$ cat src/rtl/rv_multicycle_ctrl.sv
`default_nettype none
// ============================================================================
// Module   : rv_multicycle_ctrl
// Brief    : Main control FSM of the multi-cycle RV32I core (one datapath step per state).
// Revision : 1.0 - initial release
// ============================================================================

package rv_multicycle_ctrl_pkg;
    typedef enum logic [3:0] {
        ALU_ADD, ALU_SUB, ALU_SLL, ALU_SLT, ALU_SLTU, ALU_XOR,
        ALU_SRL, ALU_SRA, ALU_OR, ALU_AND, ALU_LUI
    } alu_e;
    typedef enum logic [2:0] {
        IMM_I_TYPE, IMM_STORE, IMM_BRANCH, IMM_U_TYPE, IMM_JAL
    } imm_e;
    typedef enum logic [1:0] {BR_EQ, BR_NE, BR_LT, BR_GE} branch_e;
endpackage

module rv_multicycle_ctrl
    import rv_multicycle_ctrl_pkg::*;
#(
    parameter int INSTRET_W = 32
) (
    input  logic                 clk,
    input  logic                 rst,
    input  logic [31:0]          instr,
    input  logic                 mem_ready,
    input  logic                 br_taken,
    output logic                 mem_req,
    output logic                 mem_we,
    output logic                 mem_addr_sel,
    output logic                 ir_we,
    output logic                 alu_out_we,
    output alu_e                 alu_op,
    output logic                 alu_a_sel,
    output logic                 alu_b_sel,
    output imm_e                 imm_sel,
    output branch_e              br_cond,
    output logic                 br_unsigned,
    output logic                 rf_we,
    output logic [1:0]           wb_sel,
    output logic                 pc_we,
    output logic [1:0]           pc_sel,
    output logic                 illegal,
    output logic [INSTRET_W-1:0] instret
);

    localparam logic [6:0] OPC_OP     = 7'b0110011;
    localparam logic [6:0] OPC_OP_IMM = 7'b0010011;
    localparam logic [6:0] OPC_LUI    = 7'b0110111;
    localparam logic [6:0] OPC_AUIPC  = 7'b0010111;
    localparam logic [6:0] OPC_LOAD   = 7'b0000011;
    localparam logic [6:0] OPC_STORE  = 7'b0100011;
    localparam logic [6:0] OPC_BRANCH = 7'b1100011;
    localparam logic [6:0] OPC_JAL    = 7'b1101111;
    localparam logic [6:0] OPC_JALR   = 7'b1100111;

    typedef enum logic [3:0] {
        S_FETCH, S_DECODE, S_EXEC, S_MEM_ADDR, S_MEM_RD,
        S_MEM_WR, S_WB, S_BRANCH, S_JUMP, S_TRAP
    } state_t;

    state_t      state;
    logic [6:0]  opcode;
    logic [2:0]  funct3;
    logic [6:0]  funct7;
    logic        decode_bad;
    logic        retire;
    imm_e        imm_by_op;
    alu_e        alu_by_f3;
    logic        unused_fields;

    assign opcode        = instr[6:0];
    assign funct3        = instr[14:12];
    assign funct7        = instr[31:25];
    assign unused_fields = ^{instr[24:15], instr[11:7]};

    assign retire = (state == S_WB) || (state == S_BRANCH) || (state == S_JUMP) ||
                    ((state == S_MEM_WR) && mem_ready);

    always_comb begin
        decode_bad = 1'b0;
        case (opcode)
            OPC_OP:
                decode_bad = !((funct7 == 7'b0000000) ||
                               ((funct7 == 7'b0100000) && ((funct3 == 3'b000) || (funct3 == 3'b101))));
            OPC_OP_IMM: begin
                // Only the shift forms constrain imm[11:5]
                if (funct3 == 3'b001)
                    decode_bad = (funct7 != 7'b0000000);
                else if (funct3 == 3'b101)
                    decode_bad = !((funct7 == 7'b0000000) || (funct7 == 7'b0100000));
            end
            OPC_LUI, OPC_AUIPC, OPC_LOAD, OPC_STORE, OPC_JAL, OPC_JALR:
                decode_bad = 1'b0;
            OPC_BRANCH:
                decode_bad = (funct3[2:1] == 2'b01);
            default:
                decode_bad = 1'b1;
        endcase
    end

    always_comb begin
        imm_by_op = IMM_I_TYPE;
        case (opcode)
            OPC_STORE:            imm_by_op = IMM_STORE;
            OPC_BRANCH:           imm_by_op = IMM_BRANCH;
            OPC_LUI, OPC_AUIPC:   imm_by_op = IMM_U_TYPE;
            OPC_JAL:              imm_by_op = IMM_JAL;
            default:              imm_by_op = IMM_I_TYPE;
        endcase
    end

    always_comb begin
        alu_by_f3 = ALU_ADD;
        case (funct3)
            3'b000:  alu_by_f3 = ((opcode == OPC_OP) && funct7[5]) ? ALU_SUB : ALU_ADD;
            3'b001:  alu_by_f3 = ALU_SLL;
            3'b010:  alu_by_f3 = ALU_SLT;
            3'b011:  alu_by_f3 = ALU_SLTU;
            3'b100:  alu_by_f3 = ALU_XOR;
            3'b101:  alu_by_f3 = funct7[5] ? ALU_SRA : ALU_SRL;
            3'b110:  alu_by_f3 = ALU_OR;
            default: alu_by_f3 = ALU_AND;
        endcase
    end

    always_ff @(posedge clk) begin
        if (rst) begin
            state   <= S_FETCH;
            instret <= '0;
            illegal <= 1'b0;
        end else begin
            if (retire)
                instret <= instret + {{(INSTRET_W-1){1'b0}}, 1'b1};
            case (state)
                S_FETCH:
                    if (mem_ready) state <= S_DECODE;
                S_DECODE: begin
                    if (decode_bad) begin
                        state   <= S_TRAP;
                        illegal <= 1'b1;
                    end else begin
                        case (opcode)
                            OPC_LOAD, OPC_STORE: state <= S_MEM_ADDR;
                            OPC_BRANCH:          state <= S_BRANCH;
                            OPC_JAL, OPC_JALR:   state <= S_JUMP;
                            default:             state <= S_EXEC;
                        endcase
                    end
                end
                S_EXEC:     state <= S_WB;
                S_MEM_ADDR: state <= (opcode == OPC_STORE) ? S_MEM_WR : S_MEM_RD;
                S_MEM_RD:
                    if (mem_ready) state <= S_WB;
                S_MEM_WR:
                    if (mem_ready) state <= S_FETCH;
                S_WB, S_BRANCH, S_JUMP:
                    state <= S_FETCH;
                S_TRAP:     state <= S_TRAP;
                default:    state <= S_FETCH;
            endcase
        end
    end

    always_comb begin
        mem_req      = 1'b0;
        mem_we       = 1'b0;
        mem_addr_sel = 1'b0;
        ir_we        = 1'b0;
        alu_out_we   = 1'b0;
        alu_op       = ALU_ADD;
        alu_a_sel    = 1'b0;
        alu_b_sel    = 1'b0;
        imm_sel      = IMM_I_TYPE;
        br_cond      = BR_EQ;
        br_unsigned  = 1'b0;
        rf_we        = 1'b0;
        wb_sel       = 2'd0;
        pc_we        = 1'b0;
        pc_sel       = 2'd0;
        case (state)
            S_FETCH: begin
                mem_req = 1'b1;
                ir_we   = mem_ready;
            end
            S_DECODE:
                imm_sel = imm_by_op;
            S_EXEC: begin
                alu_out_we = 1'b1;
                imm_sel    = imm_by_op;
                case (opcode)
                    OPC_LUI: begin
                        alu_op    = ALU_LUI;
                        alu_b_sel = 1'b1;
                    end
                    OPC_AUIPC: begin
                        alu_a_sel = 1'b1;
                        alu_b_sel = 1'b1;
                    end
                    default: begin
                        alu_op    = alu_by_f3;
                        alu_b_sel = (opcode == OPC_OP_IMM);
                    end
                endcase
            end
            S_MEM_ADDR: begin
                alu_out_we = 1'b1;
                alu_b_sel  = 1'b1;
                imm_sel    = (opcode == OPC_STORE) ? IMM_STORE : IMM_I_TYPE;
            end
            S_MEM_RD: begin
                mem_req      = 1'b1;
                mem_addr_sel = 1'b1;
            end
            S_MEM_WR: begin
                mem_req      = 1'b1;
                mem_we       = 1'b1;
                mem_addr_sel = 1'b1;
                pc_we        = mem_ready;
            end
            S_WB: begin
                rf_we  = 1'b1;
                pc_we  = 1'b1;
                wb_sel = (opcode == OPC_LOAD) ? 2'd1 : 2'd0;
            end
            S_BRANCH: begin
                imm_sel     = IMM_BRANCH;
                br_cond     = funct3[2] ? (funct3[0] ? BR_GE : BR_LT) : (funct3[0] ? BR_NE : BR_EQ);
                br_unsigned = funct3[1];
                pc_we       = 1'b1;
                pc_sel      = br_taken ? 2'd1 : 2'd0;
            end
            S_JUMP: begin
                rf_we  = 1'b1;
                wb_sel = 2'd2;
                pc_we  = 1'b1;
                if (opcode == OPC_JAL) begin
                    imm_sel = IMM_JAL;
                    pc_sel  = 2'd1;
                end else begin
                    alu_b_sel = 1'b1;
                    pc_sel    = 2'd2;
                end
            end
            default: ;
        endcase
    end

endmodule
`default_nettype wire

$ cat config.mk
export PLATFORM = sky130hd
export DESIGN_NAME = rv_multicycle_ctrl
export DESIGN_NICKNAME = d
export VERILOG_FILES = /design/src/rtl/rv_multicycle_ctrl.sv
export SDC_FILE = /design/constraint.sdc
export NUM_CORES = 1
export LEC_CHECK = 0
export ABC_AREA = 0
export BUFFER_PORTS_ARGS = -buffer_cell sky130_fd_sc_hd__buf_4
export CAP_MARGIN = 20
export CELL_PAD_IN_SITES_DETAIL_PLACEMENT = 0
export CELL_PAD_IN_SITES_GLOBAL_PLACEMENT = 2
export CORE_MARGIN = 4
export CORE_UTILIZATION = 28
export DETAILED_ROUTE_END_ITERATION = 8
export GPL_ROUTABILITY_DRIVEN = 1
export HOLD_SLACK_MARGIN = 0.15
export PLACE_DENSITY_LB_ADDON = 0.1
export SLEW_MARGIN = 10
export SYNTH_ARGS = -nofsm -noshare
export SYNTH_HDL_FRONTEND = slang
export SYNTH_SLANG_ARGS = --single-unit
$ cat constraint.sdc
create_clock -name clk -period 5.1 [get_ports clk]
set_input_delay 1.02 -clock clk [delete_from_list [all_inputs] [get_ports clk]]
set_output_delay 1.02 -clock clk [all_outputs]
set_load 0.02 [all_outputs]
# Word level (Yosys, flattened, before mapping)
# Cells that the tools add are included.
[word_totals]
input_bits = 36
elab_cells = 101
out_inout_bits = 56
register_bits = 37
[classes]
eq_ne = 29
n_reduce_logical = 27
mux = 41
n_addsub = 1
[op_table]
columns = ["cell", "n"]
rows = [
  ["$pmux 4 s7", 2],
  ["$add 32x1->32 const B", 1],
  ["$eq 7x6->1 const B", 4],
  ["$pmux 3 s4", 2],
  ["$eq 7x7->1 const B", 3],
  ["$mux 1", 21],
  ["$mux 4", 5],
  ["$eq 4x3->1 const B", 4],
  ["$eq 7x5->1 const B", 2],
  ["$reduce_or 2->1", 7],
  ["$pmux 4 s3", 1],
  ["$eq 3x3->1 const B", 3],
  ["$eq 4x2->1 const B", 2],
  ["$eq 4x4->1 const B", 2],
  ["$pmux 2 s2", 2],
  ["$pmux 4 s2", 1],
  ["$eq 7x2->1 const B", 1],
  ["$logic_not 7->1", 1],
  ["$reduce_bool 7->1", 1],
  ["$eq 3x2->1 const B", 2],
  ["$logic_or 1x1->1", 6],
  ["$mux 2", 3],
  ["$ne 2x2->1 const B", 3],
  ["$reduce_or 3->1", 2],
  ["other kinds (14)", 17],
]

# Longest topological paths before layout
# Gate-level depths: netlist (run 1).
[depth]
ltp_word = 8
mapped_depth = 8
ltp_nobuf = 6

# Least setup slack after synthesis (run 1)
# No wires, ideal clock.
[synth_path]
path_type = "in2out"
from = "in instr[5]"
to = "out imm_sel[1]"
slack_ps = 1671
t_arrival_ps = 2409
cell_stages = 5
t_required_ps = 4080
cell_sequence = "buf_2 > nand3b_1 > or4_1 > a2111oi_0 > a311o_1"
[synth_between]
elab_chain_cells = 4
word_cells_on_any_way = 8
[synth_rtl]
columns = ["item", "line", "source"]
rows = [
  ["from (decl)", "26", "input logic [31:0] instr,"],
  ["$eq 7x5->1 or $eq 7x6->1 (tied branches)", "105", "case (opcode)"],
  ["$reduce_or 2->1 (no source line)", "-", ""],
  ["$pmux 3 s4 (*)", "105", ""],
  ["$pmux 3 s4 (*)", "182", "case (state)"],
  ["to (decl)", "37", "output imm_e imm_sel,"],
]
# Mark *: on every way between the ends. The rest lies on a longest branch, timed or not.

# Worst setup path after layout (run 1)
[layout_path]
from = "in instr[4]"
to = "out imm_sel[1]"
# Same word-level chain as after synthesis.

==> summary.md, run 1 <==
| Metric | Value |
|---|---|
| Routed WL | `a little under 7000 um` |
| Worst Path Max Fanout | `5` |
| Cell at the root of the clock tree | `clkbuf_8` |
| Vias per cell | `4.98` |
| 1st-iter DRT viols | `between 60 and 70` |
| Worst r2r src | `state[3]` |
| RSZ-0062 raised after global routing | `false` |
| Post-synth ARST share | `0%` |
| Die Y | `100 um` |
| Tcrit/Tclk final | `between 70% and 80%` |
| Area Growth Syn to Fin | `29.1%` |
| Overall Global Routing Usage | `between 10 and 15%` |
| Clk buf depth | `2` |
| Initial antenna violation count | `0` |
| Critical Path Slowest Stage Cell | `or4_1` |
| Power Internal | `454 uW` |
| Met1 usage | `18.1%` |
| Pleak | `between 1 and 1.5 nW` |
| N_diodes | `0` |
| FF-to-FF End | `instret[30]` |
| Crit path cell chain | `buf_4 > nand3b_1 > or4_1 > a2111oi_0 > a311o_1 > buf_4` |
| Synth top area cells | `dfxtp_1 (31%), a21oi_1 (6.5%), o21ai_0 (5.0%), nor2_1 (4.7%), xor2_1 (4.0%)` |
| Status | `finished clean` |
| Crit Path Class | `input port to output port` |
| Skew-Pair Late Insertion Delay | `between 200 and 300 ps` |
| Total power | `637 uW` |
| Share of Yosys cell area claimed by the top area cell type | `31.0%` |
| Filler Cells Inserted | `896` |
| Comb pwr share | `between 10% and 20%` |
| Synth warn | `0` |
| Ys flop type | `dfxtp_1` |
| Initial Utilization | `just under 30%` |
| Post-DP HPWL | `5100 um` |
| Clock Skews | `between 4 and 5 ps` |
| Cts bufs inserted | `5` |
| Worst Setup End Kind | `output port` |
| Length of the first detailed-routing pass in iterations | `4` |
| Peak supply drop | `around 0.11 mV` |
| Psw | `between 150 and 200 uW` |
| Worst path bufs/invs | `2` |
| Most used routing layer | `met2` |
| Via count | `between 2000 and 2500` |
| Synthesized area per cell | `7.56 um^2` |
| Reg-to-reg slack, setup | `2800 ps` |
| Fin util | `between 30 and 40%` |
| Setup Total Neg Slack | `0 ps` |
| Final setup viols | `0` |
| CTS Hold Buffers Added | `0` |
| Library cells used by synthesis | `50` |
| Remaining DRCs | `0` |
| Sequential element share of the synthesized area | `31.0%` |
| Fmax | `274 MHz` |
| CP Launch Point | `instr[4]` |
| Post-CTS Setup Bufs | `0` |
| Seq pwr share | `between 40 and 50%` |
| Syn nets | `~350` |
| FP Rows | `33` |
| Cell Area, Synth | `~0.0024 mm^2` |
| Die W | `~100 um` |
| Htree depth | `2` |
| Gp weighted congestion | `roughly 0.74` |
| Worst-case reg-to-reg path depth | `6` |
| Leading area contributor after synthesis | `dfxtp_1` |
| # nets final | `roughly 420` |
| IO Pins | `92` |
| Core Area | `slightly above 0.008 mm^2` |
| Net Sw Frac | `between 20% and 30%` |
| Cells after synthesis | `between 300 and 400` |
| CP arrival | `~2600 ps` |
| Crit-path max cell delay | `~500 ps` |
| Global-route wire length before repair | `around 12000 um` |
| Synth Register Bits | `37` |
| Power share of the clock group | `32.6%` |
| Crit path to | `imm_sel[1]` |
| ANT nets after route | `0` |
| Met3 GRT Util | `under 10%` |
| PwrDens | `about 210 mW/mm^2` |
| Worst Path Required | `4080 ps` |
| Max-slew violations | `0` |
| Most frequent CP cell | `buf_4` |
| Min cycle time layout | `between 3000 and 4000 ps` |
| Share of layout cells above drive strength 1 | `25.2%` |
| Detailed-route wire length per cell | `about 14 um` |
| Max-cap violations | `0` |
| Slew @ Worst Pin | `roughly 800 ps` |
| IO buf count | `76` |
| Commonest non-fill, non-tap cell in the layout | `buf_4` |
| Vias in the first global route | `~2400` |
| Hold crit path type | `flip-flop to flip-flop` |
| CP startpoint kind | `input port` |
| Post-CTS resize count | `0` |
| CP top delay family | `simple AND/OR/NAND/NOR gates` |
| CTS tree | `yes` |
| Max transition margin | `between 40% and 50%` |
| Grt total ovfl | `0` |
| Final hold vios | `0` |
| Largest net degree at the start of global routing | `38` |
| # clock sinks | `37` |
| Stages on the worst setup path | `6` |
| Most frequent cells in the layout | `buf_4 (76), dfxtp_1 (37), a21oi_1 (31), nor2_1 (30), nand2_1 (25)` |
| Total die area | `about 0.01 mm^2` |
| Met2 Usage GRT | `23.7%` |
| Post-synth EDFFs | `0` |
| Clock Pin Slew Worst Setup and Hold Paths | `around 70 ps` |
per-layer routing:
layer | wire (um) | up-vias
li1 | - | 1274
met5 | 0 | -
met4 | 51 | 0
met3 | 405 | 4
met2 | 3240 | 58
met1 | 3180 | 1083
kinds of logic (layout without fill, tap and decap cells):
family,count (synthesis),count (layout),share of synthesized area (%)
AND/OR/NAND/NOR,156,156,36.8
AO/OA/AOI/OAI,73,73,18.2
flip-flops,37,37,31.0
buffers and inverters,30,95,6.34
XOR/XNOR,17,17,6.23
adder cells (fa/ha/maj),2,2,0.943
multiplexers,1,1,0.471
Yosys cell counts, drive strengths merged, types with 9 or more instances:
| cell | n |
|---|---|
| nor3 | 10 |
| nor2 | 30 |
| o21ai | 24 |
| or3 | 15 |
| xor2 | 11 |
| inv | 10 |
| nand2 | 25 |
| dfxtp | 37 |
| clkbuf | 12 |
| nand4 | 12 |
| a21oi | 31 |
| nand3 | 14 |
| and3 | 9 |
cell type report:
| class | count | area, um^2 | share of cell area (%) |
|---|---|---|---|
| repair buffers | 77 | 576 | 18.7 |
| multi-input cells | 249 | 1500 | 48.5 |
| inverters | 11 | 53.8 | 1.74 |
| flip-flops and latches | 37 | 741 | 24.0 |
| clock buffers | 7 | 86.3 | 2.80 |
| well taps | 105 | 131 | 4.26 |
tightest hold or removal path: stages (launching register included):
cell and delay [ps]:
dfxtp_1 320, o31ai_1 60, a21oi_1 60
flip-flops by register name, summed over array words and instances, names as in the netlist:
signal,flops
instret,32
illegal,1
state,4
through the flow:
stage                     hold WS [ps]  instances  setup WS, ps  area (um^2)
after floorplan                    522        316          1670         2390
final                              487        486          1450         3080
after global routing               497        486          1260         3080
after CTS                          482        485          1440         3080
after detailed placement           472        478          1440         2990
after global placement             465        478          1430         2990
worst min-delay path by stage:
| stage | start | cells past startpoint | slack, ps | to |
|---|---|---|---|---|
| floorplan | illegal | 2 | 520 | illegal |
| global route | illegal | 2 | 500 | illegal |
| CTS | illegal | 2 | 480 | illegal |
| detailed placement | illegal | 2 | 470 | illegal |
| global placement | illegal | 2 | 460 | illegal |
| finish | instret[24] | 2 | 490 | instret[24] |
power by group through the flow:
stage / Combinational, mW / Clock [mW] / Sequential (mW)
after floorplan: 0.0859 / 0 / 0.308
after detailed placement: 0.122 / 0 / 0.316
after global placement: 0.122 / 0 / 0.316
after global routing: 0.134 / 0.226 / 0.312
final: 0.120 / 0.207 / 0.310
after CTS: 0.122 / 0.216 / 0.310
(Power assumes the default switching activity.)
==> run 2, diff against run 1 <==
- ABC_AREA: 0 -> 1
- CORE_UTILIZATION: 28 -> 23
- clock period: 5.1 -> 3.2 ns (I/O delays scaled with it)
==> summary.md, run 2 <==
| Metric | Value |
|---|---|
| Post-DP HPWL | `7210 um (was 5100 um)` |
| CTS tree | `yes (unchanged)` |
| Post-CTS resize count | `0 (unchanged)` |
| Worst Setup End Kind | `output port (unchanged)` |
| Detailed-route wire length per cell | `14.1 um (was 14.2 um)` |
| Hold crit path type | `flip-flop to flip-flop (unchanged)` |
| Cell Area, Synth | `0.00261 mm^2 (was 0.00239 mm^2)` |
| Final hold vios | `0 (unchanged)` |
| Setup ws final | `587 ps (was 1450 ps)` |
| ANT nets after route | `0 (unchanged)` |
| Vias per cell | `4.49 (was 4.98)` |
| Cells after synthesis | `426 (was 316)` |
| Cts bufs inserted | `5 (unchanged)` |
| Commonest non-fill, non-tap cell in the layout | `nand2_1 (was buf_4)` |
| 1st-iter DRT viols | `117 (was 63)` |
| Grt total ovfl | `0 (unchanged)` |
| Most frequent cells in the layout | `nand2_1 (110), nor2_1 (77), buf_4 (77), inv_1 (41), dfxtp_1 (37) (was buf_4 (76), dfxtp_1 (37), a21oi_1 (31), nor2_1 (30), nand2_1 (25))` |
| Max-slew violations | `0 (unchanged)` |
| Routed WL | `9060 um (was 6880 um)` |
| CP startpoint kind | `flip-flop (was input port)` |
| Overall Global Routing Usage | `13.8% (was 14.0%)` |
| Die W | `115 um (was 100 um)` |
| IO Pins | `92 (unchanged)` |
| Worst Path Max Fanout | `7 (was 5)` |
| Area Growth Syn to Fin | `33.7% (was 29.1%)` |
| Clk buf depth | `2 (unchanged)` |
| Clock Skews | `8.05 ps (was 4.94 ps)` |
| PwrDens | `369 mW/mm^2 (was 207 mW/mm^2)` |
| Post-synth ARST share | `0% (unchanged)` |
| Length of the first detailed-routing pass in iterations | `4 (unchanged)` |
| RSZ-0062 raised after global routing | `false (unchanged)` |
| Pleak | `1.46 nW (was 1.21 nW)` |
| Final setup viols | `0 (unchanged)` |
| Tcrit/Tclk final | `roughly four fifths` |
| Post-synth EDFFs | `0 (unchanged)` |
| Initial antenna violation count | `0 (unchanged)` |
| CP arrival | `1970 ps (was 2630 ps)` |
| Fmax | `about 380 MHz` |
| Max transition margin | `54.5% (was 45.2%)` |
| Initial Utilization | `23.8% (was 28.9%)` |
| Min cycle time layout | `2610 ps` |
| Sequential element share of the synthesized area | `28.4% (was 31.0%)` |
| Die Y | `115 um (was 100 um)` |
| Synth warn | `0 (unchanged)` |
| Core Area | `0.0110 mm^2 (was 0.00826 mm^2)` |
| Syn nets | `463 (was 353)` |
| Status | `finished clean (unchanged)` |
| Leading area contributor after synthesis | `dfxtp_1 (unchanged)` |
| N_diodes | `0 (unchanged)` |
| Remaining DRCs | `0 (unchanged)` |
| CTS Hold Buffers Added | `0 (unchanged)` |
| Library cells used by synthesis | `35 (was 50)` |
| Worst Path Required | `2560 ps (was 4080 ps)` |
| Share of layout cells above drive strength 1 | `23.7% (was 25.2%)` |
| Share of Yosys cell area claimed by the top area cell type | `28.4% (was 31.0%)` |
| Via count | `2886 (was 2419)` |
| Largest net degree at the start of global routing | `26 (was 38)` |
| Total die area | `0.0131 mm^2 (was 0.0101 mm^2)` |
| Gp weighted congestion | `0.756 (was 0.740)` |
| Synth top area cells | `dfxtp_1 (28%), nand2_1 (16%), nor2_1 (11%), a21oi_1 (6.9%), inv_1 (5.9%) (was dfxtp_1 (31%), a21oi_1 (6.5%), o21ai_0 (5.0%), nor2_1 (4.7%), xor2_1 (4.0%))` |
| Top-count cell post-synth | `nand2_1 (was dfxtp_1)` |
| Slew @ Worst Pin | `678 ps (was 811 ps)` |
| # nets final | `540 (was 418)` |
| Global-route wire length before repair | `14500 um (was 11700 um)` |
| Post-CTS Setup Bufs | `0 (unchanged)` |
| Filler Cells Inserted | `1237 (was 896)` |
| Peak supply drop | `0.165 mV (was 0.115 mV)` |
| Skew-Pair Late Insertion Delay | `280 ps (about the same)` |
| Htree depth | `2 (unchanged)` |
| Vias in the first global route | `2862 (was 2383)` |
| FP Rows | `38 (was 33)` |
| Crit Path Class | `flip-flop to output port (was input port to output port)` |
| Place WS | `703 ps (was 1440 ps)` |
| Cell at the root of the clock tree | `clkbuf_16 (was clkbuf_8)` |
| Ys flop type | `dfxtp_1 (unchanged)` |
| Max-cap violations | `0 (unchanged)` |
| Synthesized area per cell | `6.12 um^2 (was 7.56 um^2)` |
| Clock Pin Slew Worst Setup and Hold Paths | `60 ps (was 70 ps)` |
| Largest regs | `instret x32, state x4, illegal x1 (unchanged)` |
| Reg with most FFs | `instret (unchanged)` |
| IO buf count | `76 (unchanged)` |
| Setup Total Neg Slack | `0 ps (unchanged)` |
| # clock sinks | `37 (unchanged)` |
| Largest register FFs | `32 (unchanged)` |
| Synth Register Bits | `37 (unchanged)` |
| Most frequent cells after synthesis | `nand2_1 (110), nor2_1 (77), inv_1 (41), dfxtp_1 (37), a21oi_1 (36) (was dfxtp_1 (37), a21oi_1 (31), nor2_1 (30), nand2_1 (25), o21ai_0 (24))` |
run 2: area by class of cell:
| class | count | area (um^2) | area share (%) |
|---|---|---|---|
| Clock buffer | 5 | 125 | 3.59 |
| Clock inverter | 2 | 35.0 | 1.00 |
| Inverter | 47 | 176 | 5.06 |
| Multi-Input combinational cell | 335 | 1660 | 47.5 |
| Sequential cell | 37 | 741 | 21.2 |
| Tap cell | 140 | 175 | 5.02 |
| Timing Repair Buffer | 77 | 578 | 16.6 |
run 2: cell families after synthesis:
logic type,count (synthesis),share of synthesized area [%]
AO/OA/AOI/OAI,53,10.7
XOR/XNOR,12,4.03
adder cells (fa/ha/maj),1,0.480
buffers and inverters,54,8.11
flip-flops,37,28.4
AND/OR/NAND/NOR,269,48.3
run 2: final timing paths:
check	start	endpoint	slack, ps	cells past startpoint
worst max-delay path	state[2]	alu_op[0]	590	6
worst min-delay path	illegal	illegal	480	2
worst max register to register	state[0]	instret[16]	1180	11
worst min register to register	illegal	illegal	480	2
run 2: critical path, cell delays in order, from the launching register on:
cell	delay (ps)
dfxtp_1	360
nor2_1	120
inv_1	120
nor3_1	550
inv_1	160
nor3_1	220
buf_4	170
run 2: metrics by stage:
step | area, um^2 | instances | hold slack, ps | total power, mW | util (%)
after floorplan | 2610 | 426 | 526 | 0.645 | -
after global placement | 3330 | 636 | 465 | 0.744 | 30.3
after detailed placement | 3330 | 636 | 471 | 0.745 | 30.3
after CTS | 3490 | 643 | 480 | 1.31 | 31.7
after global routing | 3490 | 643 | 502 | 1.35 | 31.7
final | 3490 | 643 | 475 | 1.29 | 31.7
run 2: where the power goes:
group / switching, mW / internal [mW]
sequential: 0.0147 / 0.472
combinational: 0.160 / 0.0838
clock: 0.193 / 0.362
run 2: metal layers:
layer	GRT usage, %	vias up	wire length (um)
met5	0	-	0
met4	2.61	0	43
met3	2.43	4	468
met2	24.8	68	4410
met1	17.2	1288	4130
li1	-	1526	-
